--- src/rtl/mul16_engine_pkg.sv ---
// Shared types and constants for the 16-pair signed multiply engine.
package mul_engine_pkg;

    typedef enum logic [2:0] {
        IDLE  = 3'd0,
        LOAD  = 3'd1,
        MUL   = 3'd2,
        FIX   = 3'd3,
        STORE = 3'd4,
        DONE  = 3'd5
    } state_e;

    localparam int MUL_CYCLES     = 16;
    localparam int BYTES_PER_OPND = 2;
    localparam int BYTES_PER_PROD = 4;
    localparam int LOAD_CYCLES    = 2 * BYTES_PER_OPND + 1;

    // Big-endian byte k of a 32-bit product (k=0 is the most significant byte).
    function automatic logic [7:0] prod_byte(input logic [31:0] p, input logic [1:0] k);
        logic [7:0] b;
        case (k)
            2'd0:    b = p[31:24];
            2'd1:    b = p[23:16];
            2'd2:    b = p[15:8];
            2'd3:    b = p[7:0];
            default: b = 8'd0;
        endcase
        return b;
    endfunction

endpackage

--- src/rtl/mul16x16_seq.sv ---
// Sequential signed 16x16 multiplier: sign-magnitude, radix-2 shift-add, one bit per cycle.
module mul16x16_seq
    import mul_engine_pkg::*;
(
    input  logic        clk,
    input  logic        reset,
    input  logic        go,
    input  logic [15:0] a,
    input  logic [15:0] b,
    output logic        busy,
    output logic [31:0] prod
);

    logic [31:0] mcand_r;
    logic [15:0] mplier_r;
    logic [31:0] acc_r;
    logic        neg_r;
    logic [3:0]  bit_r;
    logic        busy_r;
    logic [31:0] prod_r;
    logic [31:0] sum_s;
    logic [31:0] fixed_s;

    // |-32768| maps to 16'h8000, which is still representable as unsigned.
    function automatic logic [15:0] mag16(input logic [15:0] v);
        return v[15] ? (16'd0 - v) : v;
    endfunction

    // Partial-product accumulate and final sign fix; a zero magnitude negates to zero.
    always_comb begin
        sum_s   = mplier_r[0] ? (acc_r + mcand_r) : acc_r;
        fixed_s = neg_r ? (32'd0 - sum_s) : sum_s;
    end

    // Operand capture on go, then sixteen shift-add steps; the last step latches the signed result.
    always_ff @(posedge clk) begin
        if (reset) begin
            mcand_r  <= 32'd0;
            mplier_r <= 16'd0;
            acc_r    <= 32'd0;
            neg_r    <= 1'b0;
            bit_r    <= 4'd0;
            busy_r   <= 1'b0;
            prod_r   <= 32'd0;
        end else if (go) begin
            mcand_r  <= {16'd0, mag16(a)};
            mplier_r <= mag16(b);
            acc_r    <= 32'd0;
            neg_r    <= a[15] ^ b[15];
            bit_r    <= 4'd0;
            busy_r   <= 1'b1;
        end else if (busy_r) begin
            acc_r    <= sum_s;
            mcand_r  <= {mcand_r[30:0], 1'b0};
            mplier_r <= {1'b0, mplier_r[15:1]};
            bit_r    <= bit_r + 4'd1;
            if (bit_r == 4'(MUL_CYCLES - 1)) begin
                busy_r <= 1'b0;
                prod_r <= fixed_s;
            end
        end
    end

    assign busy = busy_r;
    assign prod = prod_r;

endmodule

--- src/rtl/mul16_engine.sv ---
// Bus-master engine: on a start fall, multiplies 16 operand pairs from memory and writes products back.
module mul16_engine
    import mul_engine_pkg::*;
#(
    parameter int N_PAIRS  = 16,
    parameter int OUT_BASE = 64,
    parameter int ADDR_W   = 8
) (
    input  logic              clk,
    input  logic              reset,
    input  logic              start,
    output logic              done,
    output logic [ADDR_W-1:0] mem_addr,
    input  logic [7:0]        mem_rd_data,
    output logic              mem_wr_en,
    output logic [7:0]        mem_wr_data
);

    localparam int PW = $clog2(N_PAIRS);

    state_e          state_r, state_n;
    logic            start_q_r;
    logic [4:0]      cnt_r;
    logic [PW-1:0]   pair_r;
    logic [7:0]      a_hi_r, a_lo_r, b_hi_r;
    logic            launch_s, go_s, last_s, busy_s;
    logic [31:0]     prod_s;

    mul16x16_seq u_mul (
        .clk   (clk),
        .reset (reset),
        .go    (go_s),
        .a     ({a_hi_r, a_lo_r}),
        .b     ({b_hi_r, mem_rd_data}),
        .busy  (busy_s),
        .prod  (prod_s)
    );

    // State register.
    always_ff @(posedge clk) begin
        if (reset) begin
            state_r <= IDLE;
        end else begin
            state_r <= state_n;
        end
    end

    // Next-state logic; go fires in the last LOAD cycle while B's low byte is on the read bus.
    always_comb begin
        state_n  = state_r;
        go_s     = 1'b0;
        launch_s = (state_r == IDLE) && start_q_r && !start;
        last_s   = (pair_r == PW'(N_PAIRS - 1));
        case (state_r)
            IDLE:    state_n = launch_s ? LOAD : IDLE;
            LOAD: begin
                if (cnt_r == 5'(LOAD_CYCLES - 1)) begin
                    state_n = MUL;
                    go_s    = 1'b1;
                end else begin
                    state_n = LOAD;
                end
            end
            MUL:     state_n = (cnt_r == 5'(MUL_CYCLES - 1)) ? FIX : MUL;
            FIX:     state_n = busy_s ? FIX : STORE;
            STORE: begin
                if (cnt_r == 5'(BYTES_PER_PROD - 1)) begin
                    state_n = last_s ? DONE : LOAD;
                end else begin
                    state_n = STORE;
                end
            end
            DONE:    state_n = start ? IDLE : DONE;
            default: state_n = IDLE;
        endcase
    end

    // Memory sequencing, operand capture and the done handshake; all outputs are registered.
    always_ff @(posedge clk) begin
        if (reset) begin
            start_q_r   <= 1'b0;
            cnt_r       <= 5'd0;
            pair_r      <= '0;
            a_hi_r      <= 8'd0;
            a_lo_r      <= 8'd0;
            b_hi_r      <= 8'd0;
            done        <= 1'b0;
            mem_addr    <= '0;
            mem_wr_en   <= 1'b0;
            mem_wr_data <= 8'd0;
        end else begin
            start_q_r <= start;
            cnt_r     <= (state_n != state_r) ? 5'd0 : (cnt_r + 5'd1);
            // done rises one edge after entering DONE and drops on the edge that sees start high.
            done      <= (state_r == DONE) && !start;
            case (state_r)
                IDLE: begin
                    if (launch_s) begin
                        pair_r   <= '0;
                        mem_addr <= '0;
                    end
                end
                LOAD: begin
                    if (cnt_r < 5'd3) begin
                        mem_addr <= mem_addr + ADDR_W'(1);
                    end
                    case (cnt_r)
                        5'd1:    a_hi_r <= mem_rd_data;
                        5'd2:    a_lo_r <= mem_rd_data;
                        5'd3:    b_hi_r <= mem_rd_data;
                        default: ;
                    endcase
                end
                FIX: begin
                    if (!busy_s) begin
                        mem_wr_en   <= 1'b1;
                        mem_addr    <= ADDR_W'(OUT_BASE) + ADDR_W'({pair_r, 2'b00});
                        mem_wr_data <= prod_byte(prod_s, 2'd0);
                    end
                end
                STORE: begin
                    if (cnt_r == 5'(BYTES_PER_PROD - 1)) begin
                        mem_wr_en <= 1'b0;
                        if (!last_s) begin
                            pair_r   <= pair_r + PW'(1);
                            mem_addr <= ADDR_W'({pair_r + PW'(1), 2'b00});
                        end
                    end else begin
                        mem_addr    <= mem_addr + ADDR_W'(1);
                        mem_wr_data <= prod_byte(prod_s, cnt_r[1:0] + 2'd1);
                    end
                end
                default: ;
            endcase
        end
    end

endmodule

--- config.mk ---
export PLATFORM = sky130hd
export DESIGN_NAME = mul16_engine
export DESIGN_NICKNAME = d
export VERILOG_FILES = /design/src/rtl/mul16_engine_pkg.sv /design/src/rtl/mul16x16_seq.sv /design/src/rtl/mul16_engine.sv
export SDC_FILE = /design/constraint.sdc
export NUM_CORES = 1
export LEC_CHECK = 0
export ABC_AREA = 1
export CAP_MARGIN = 20
export CORE_UTILIZATION = 35
export CTS_CLUSTER_DIAMETER = 150
export CTS_CLUSTER_SIZE = 8
export DETAILED_ROUTE_END_ITERATION = 8
export GPL_ROUTABILITY_DRIVEN = 0
export SYNTH_ARGS = -nofsm -noshare
export SYNTH_HDL_FRONTEND = slang
export SYNTH_HIERARCHICAL = 1
export SYNTH_SLANG_ARGS = --single-unit
--- constraint.sdc ---
create_clock -name clk -period 3 [get_ports clk]
set_input_delay 0.45 -clock clk [delete_from_list [all_inputs] [get_ports clk]]
set_output_delay 0.45 -clock clk [all_outputs]
set_load 0.01 [all_outputs]
==> impl_results.md, run 1 <==
- Status: finished, final reports clean
- Pin count of the biggest net entering global routing: 69
- Top post-synthesis cells by area: dfxtp_1 (29%), nand2_1 (19%), inv_1 (7.3%)
- Skew final: 10.1 ps
- Mapped Cells: 1991
- CP endpoint kind: flip-flop
- Worst EP arrival: 3180 ps
- Clk_lat worst skew: approximately 430 ps
- Syn Nets: between 2000 and 2500
- Peak Freq: 351 MHz
- Clock Tree Buf Depth: 2
- Worst r2r path cells: 18
- WHS Path Cells: 2
- Final hold viol count: 0
- Hold Crit Class: input pin to flip-flop
- CTS Root Cell: clkbuf_16
- Number of flops mapped to enable cells by yosys: 0
- Ports: 29
- Num rows: 67
- Synth Flop Type: dfxtp_1
- R2R setup slack: approximately 150 ps
- DR iter-0 viols: roughly 940
- HP Start: reset
- Critical R2R Launch: u_mul/acc_r[17]
- Setup ws final: 150 ps
- Period utilization: 0.950
- Area leader, netlist: dfxtp_1
- Worst-path clk slew: approximately 70 ps
- WS Path Type: flip-flop to flip-flop
- CTS sink count: approximately 170
- Slew Limit Fails: 0
- Sw frac: 0.260
- Area of the core: around 0.034 mm^2
- Synthesized area per cell: 6.10 um^2
- Die H: around 190 um
- Ant diodes: 0
- Starting Density: 0.359
- Fill count: approximately 3700
- DRT Pass-1 Iters: 8
- Pwr dens: between 300 and 400 mW/mm^2
- Vias in the first global route: 11200
- Synth cell types: 52
- CTS tree: built
- CP bufs+invs: 2
- Vias post-DR: ~12000
- Synthesized cell area: approximately 0.012 mm^2
- TritonCTS buffer count: 17
- Worst path slowest cell: ha_1
- Die W: 188 um
- DR DRC count: 0
- Clock power frac: 0.440
- Min Tclk post-route: between 2000 and 3000 ps
- Worst-Margin Slew: about 530 ps
- Post-synth top cells: nand2_1 (626), inv_1 (237), dfxtp_1 (173), nor2_1 (173), o21ai_0 (146)
- R2r endpoint: u_mul/prod[24]
- Worst EP required: between 3000 and 4000 ps
- Pre-CTS setup slack: between 100 and 150 ps
- Combinational power share: 0.072
- GR Util All Layers: 0.197
- Post-synthesis sequential area ratio: 0.285
- Max_slew headroom: 0.645
- Synth warn: 6
- Area growth, synth to finish: 12.7%
- Initial antenna violation count: 0
- Share of cells above drive strength 1: 0.107
- Worst IR drop on VDD: approximately 290 uV
- # port buffers: 28
- CP Cell Sequence: ha_1 -> nand2_1 -> inv_1 -> nand2_1 -> nor2_2 -> nand4_1 -> nand4_1 -> nand2_1 -> nand2_1 -> nand2_1 -> nor2_1 -> nand3_2 -> o21ai_2 -> nand2_1 -> nand2_1 -> nand3_1 -> nand2_1 -> inv_1
- Hold path endpoint: mem_wr_en
- Top cell by count, worst path: nand2_1
- Fin util: 0.404
- Switching power: roughly 1.2 mW
- Pint: roughly 3.5 mW
- Max_cap viols: 0
- CP startpoint kind: flip-flop
- DP HPWL: 26.4 mm
- Top Family by Delay on Critical Path: simple AND/OR/NAND/NOR gates
- Drt via density: between 4 and 5
- GRT Residual Overflow: 0
- Setup violators final: 0
- H-tree depth: 4
- Critical path depth: 18
- Asr flop ratio synth: 0
- Routed Antenna Nets: 0
- Largest stage delay on the critical path: between 400 and 500 ps
- Nets: around 2100
- Synth top area share: 0.285
- Wire length of the first global-routing pass: between 50 and 60 mm
- LEAKAGE: 6.50 nW
- Most frequent cell after synthesis: nand2_1
- Cts hold-fix bufs: 0
- Yosys reg bits: between 150 and 200
- Post-Route WL: between 30 and 40 mm
- Wire length per cell: between 10 and 15 um
- Critical-path maximum fanout: 5
- Die area: roughly 0.035 mm^2
- Sequential Power Share: 0.488
-- metal layers --
metal | GRT usage | up-vias | wire length [um]
met4 | 0.0527 | 0 | 587
met3 | 0.0261 | 35 | 1630
met1 | 0.279 | 5523 | 17000
met5 | 0 | - | 0
met2 | 0.312 | 266 | 15200
li1 | - | 6400 | -
-- worst max path at each step --
stage	startpoint	end	slack, ps
global placement	mem_rd_data[0]	u_mul/mplier_r[13]	200
finish	u_mul/acc_r[17]	u_mul/prod[24]	150
detailed placement	mem_rd_data[0]	u_mul/mplier_r[13]	120
CTS	u_mul/mcand_r[0]	u_mul/prod[25]	100
global route	u_mul/mcand_r[0]	u_mul/prod[30]	-40
floorplan	u_mul/mcand_r[0]	u_mul/prod[14]	440
-- registers in the layout, indices dropped and copies added (netlist names), 3 cells and up --
name,cells
mem_wr_data,8
a_lo_r,8
u_mul/bit_r,4
pair_r,4
state_r,3
u_mul/mplier_r,16
cnt_r,5
b_hi_r,8
a_hi_r,8
u_mul/acc_r,32
u_mul/prod,32
mem_addr,8
u_mul/mcand_r,32
-- cell type report --
type	instances	area (um^2)	share of cell area
Tap cell	448	561	0.0409
Clock inverter	11	85.1	0.00621
Timing Repair Buffer	66	611	0.0446
Multi-Input combinational cell	1484	7510	0.548
Sequential cell	173	3470	0.254
Inverter	265	998	0.0729
Clock buffer	21	460	0.0336
-- cells by family after synthesis --
kind of cell | synth area share
AO/OA/AOI/OAI | 0.155
flip-flops | 0.285
adder cells (fa/ha/maj) | 0.0459
XOR/XNOR | 0.0267
AND/OR/NAND/NOR | 0.380
buffers and inverters | 0.107
-- per-stage QoR --
| step | instances | TNS, ps | total power, mW | hold WS (ps) | cell area (um^2) |
|---|---|---|---|---|---|
| 2_1_floorplan | 1991 | 0 | 2.61 | 442 | 12200 |
| 3_3_place_gp | 2431 | 0 | 2.72 | 452 | 13000 |
| 3_5_place_dp | 2431 | 0 | 2.72 | 455 | 13000 |
| 4_1_cts | 2463 | 0 | 4.83 | 451 | 13500 |
| 5_1_grt | 2468 | -72.5 | 4.96 | 469 | 13700 |
| 6_report | 2468 | 0 | 4.78 | 455 | 13700 |
-- power by group through the flow --
stage                     combinational [mW]  sequential [mW]  clock, mW
after floorplan                        0.232             2.38          0
after global placement                 0.335             2.39          0
after detailed placement               0.336             2.39          0
after CTS                              0.337             2.34       2.16
after global routing                   0.381             2.34       2.25
final                                  0.343             2.34       2.10
-- layout by cell type (no fill, tap or decap), types with 4 or more instances in the layout --
master,n
clkbuf_16,17
nor2_4,10
a31oi_1,20
ha_1,37
o21a_1,8
buf_4,34
clkdlybuf4s50_1,27
buf_12,4
nor2_2,29
ha_2,4
o211ai_1,10
nor4_1,5
xnor2_1,6
dfxtp_2,4
inv_6,4
nand2_2,31
nor3_1,24
clkinvlp_4,6
a21oi_2,6
o21ai_0,145
nand3_1,133
o221ai_1,5
nand2_4,7
nor2_1,164
o21bai_1,8
inv_1,236
o21ai_2,6
o21ai_1,6
nand2_1,616
nand3_2,10
nand3b_1,4
dfxtp_1,168
a21oi_1,125
nand4_1,13
inv_2,24
xor2_1,31
-- timing repair --
| item | 4_1_cts | 5_1_grt |
|---|---|---|
| setup buffers | 0 | 4 |
| resized for setup | 0 | 40 |
| setup endpoints to repair | 0 | 17 |
-- worst reg2reg max path, delay by kind of cell, from the launching register on --
kind	cells	cell delay, ps
simple gates	14	1660
fa+ha+maj	1	410
flops	1	370
compound gates	1	190
buf+inv	2	110
No activity file was read; power rests on OpenSTA's default activity.
==> run 2, diff against run 1 <==
- CTS_CLUSTER_SIZE: 8 -> default
==> results of run 2 <==
No change in the layout: final DEF, timing and power equal those of run 1.
==> run 3, diff against run 2 <==
- ABC_AREA: 1 -> default
==> impl_results.md, run 3 <==
- RSZ-0062 raised after global routing: true
- CP endpoint kind: flip-flop
- CTS Root Cell: clkbuf_16
- Worst-path clk slew: 70 ps (about the same)
- Synthesized cell area: 0.0109 mm^2 (-10%)
- Status: finished with violations
- Hold Crit Class: input pin to flip-flop
- Post-synthesis sequential area ratio: 0.317 (+0.0324)
- Vias post-DR: 10900 (-11%)
- Clock Tree Buf Depth: 2 (unchanged)
- Most frequent cell after synthesis: dfxtp_1
- Most frequent cells in the layout: buf_4 (230), dfxtp_1 (157), nand2_1 (142)
- Post-synth top cells: dfxtp_1 (173), nand2_1 (147), nor2_1 (123)
- Violated checks: setup timing
- Number of flops mapped to enable cells by yosys: 0 (unchanged)
- Top post-synthesis cells by area: dfxtp_1 (32%), a211oi_1 (7.1%), nand2_1 (5.1%)
- Synth cell types: 101 (+94%)
- Drt via density: 5.55 (+12%)
- Critical-path maximum fanout: 3 (-2)
- CP startpoint kind: flip-flop
- Area of the core: 0.0307 mm^2 (-9.4%)
- Initial antenna violation count: 0 (unchanged)
- CTS sink count: 173 (unchanged)
- Worst EP arrival: 3820 ps (+640 ps)
- DRT Pass-1 Iters: 5 (-3)
- DR iter-0 viols: 615 (-34%)
- Most common cell after layout, fill and taps aside: buf_4
- Ant diodes: 0 (unchanged)
- Yosys reg bits: 173 (unchanged)
- Num rows: 64 (-4.5%)
- Nets: 1606 (-22%)
- Peak Freq: 287 MHz (-18%)
- GRT met3 Usage: 0.0307 (+0.00461)
- Post-Route WL: 32.4 mm (-5.9%)
- Max_slew headroom: 0.412 (-0.233)
- Worst IR drop on VDD: 358 uV (+24%)
- Final hold viol count: 0 (unchanged)
- Max_cap viols: 0 (unchanged)
- GRT Residual Overflow: 0 (unchanged)
- Area growth, synth to finish: 33.2%
- H-tree depth: 4 (unchanged)
- Syn Nets: 1409 (-31%)
- Slew Limit Fails: 0 (unchanged)
- Power Total: 4.95 mW (+3.6%)
- Worst-Margin Slew: 874 ps (+342 ps)
- Die H: 179 um (-5.2%)
- DP HPWL: 22.9 mm (-13%)
- Placed insts: 1907 (-22%)
- TritonCTS buffer count: 17 (unchanged)
- DR DRC count: 0 (unchanged)
- CTS tree: built
- Die W: 179 um (-5.2%)
- Area leader, netlist: dfxtp_1
- GR Util All Layers: 0.203 (+0.00591)
- Routed Antenna Nets: 0 (unchanged)
- WS Path Type: flip-flop to flip-flop
- Ports: 29 (unchanged)
- Cts hold-fix bufs: 0 (unchanged)
- Starting Density: 0.356 (-0.00306)
- Pwr dens: 341 mW/mm^2 (-2.4%)
- Synth top area share: 0.317 (+0.0324)
- Busiest grt layer: met2
- Synthesized area per cell: 8.06 um^2 (+32%)
- Pin count of the biggest net entering global routing: 70 (+1.4%)
- Met2 Track Usage GR: 0.334 (+0.0223)
- Worst EP required: 3330 ps (about the same)
- Share of cells above drive strength 1: 0.276 (+0.169)
- Synth Flop Type: dfxtp_1
- Clk_lat worst skew: 440 ps (about the same)
- Min Tclk post-route: 3490 ps (+639 ps)
- Period utilization: 1.16 (+0.213)
- Vias in the first global route: 10200 (-9.4%)
- Die area: 0.0319 mm^2 (-10%)
- LEAKAGE: 5.44 nW (-16%)
- Asr flop ratio synth: 0 (unchanged)
- Final cell count without fillers: 1957 (-21%)
- # port buffers: 28 (unchanged)
- Met1 usage: 0.271 (-0.00784)
- Setup ws final: -489 ps (-639 ps)
- Setup violators final: 17 (+17)
- Mapped Cells: 1354 (-32%)
- Wire length per cell: 16.6 um (+19%)
- Skew final: 9.25 ps (-0.880 ps)
- Synth warn: 6 (unchanged)
- Wire length of the first global-routing pass: 52.0 mm (-8.3%)
run 3: changes by cell type after synthesis, sizes merged, moves of 14 or more:
| cell | previous run | this run |
|---|---|---|
| a211oi | 0 | 105 |
| xnor2 | 6 | 30 |
| or3 | 1 | 15 |
| a21oi | 132 | 114 |
| o31ai | 1 | 17 |
| inv | 261 | 27 |
| mux2i | 0 | 48 |
| nor2b | 0 | 41 |
| nand2 | 655 | 148 |
| nor2 | 204 | 125 |
| nand3 | 146 | 42 |
| o21ai | 157 | 68 |
| clkbuf | 48 | 68 |
run 3: where the power goes:
part	leakage, nW	switching, mW	total, mW	internal (mW)
logic	3.76	0.230	0.383	0.154
clock network	0.278	0.977	2.23	1.25
registers	1.40	0.0265	2.34	2.31
total	5.44	1.23	4.95	3.72
run 3: critical path, cell delays in order, from the launching register on:
cell and delay [ps]:
dfxtp_2 330, ha_4 160, fa_2 370, a21oi_2 130, nand4b_4 180, a211oi_4 90, or3_4 350, a2111oi_4 320
o211ai_1 210, or4_4 490, or2_4 300, o41ai_4 220, xnor2_1 150, o21ai_1 70
run 3: final timing paths:
| check | start | endpoint | slack, ps | depth (start not counted) |
|---|---|---|---|---|
| setup / recovery | u_mul/mcand_r[0] | u_mul/prod[31] | -490 | 13 |
| hold / removal | reset | pair_r[0] | 370 | 2 |
| setup reg to reg | u_mul/mcand_r[0] | u_mul/prod[31] | -490 | 13 |
| hold reg to reg | mem_wr_data[2] | mem_wr_data[2] | 450 | 2 |
run 3: area by class of cell:
type	count	area, um^2
multi-input cells	1066	7760
clock buffers	22	494
repair buffers	266	2120
well taps	396	495
fillers	2947	16100
flip-flops and latches	173	3490
inverters	27	101
clock inverters	7	77.6
run 3: cell families after synthesis:
family,count (synthesis),synth area share
AO/OA/AOI/OAI,421,0.267
multiplexers,49,0.0451
XOR/XNOR,68,0.0546
AND/OR/NAND/NOR,484,0.221
buffers and inverters,115,0.0440
adder cells (fa/ha/maj),44,0.0511
flip-flops,173,0.317
run 3: metal layers:
layer | vias to the layer above | wire length, um
met1 | 5188 | 15200
met4 | 0 | 709
met3 | 56 | 1270
li1 | 5373 | -
met2 | 243 | 15200
met5 | - | 0
run 3: stage by stage:
step / setup WS [ps] / hold WS [ps] / setup TNS [ps] / utilization / area, um^2
global route: -672 / 369 / -9040 / 0.474 / 14500
floorplan: -320 / 431 / -2070 / - / 11100
CTS: -439 / 359 / -4430 / 0.462 / 14200
global placement: -515 / 440 / -6300 / 0.428 / 13100
detailed placement: -563 / 443 / -7130 / 0.428 / 13100
finish: -489 / 374 / -5260 / 0.474 / 14500
run 3: timing repair:
action,CTS,global route
buffers inserted,13,9
resized for setup,82,72
pin swaps,38,40
endpoints found under the setup margin,22,27
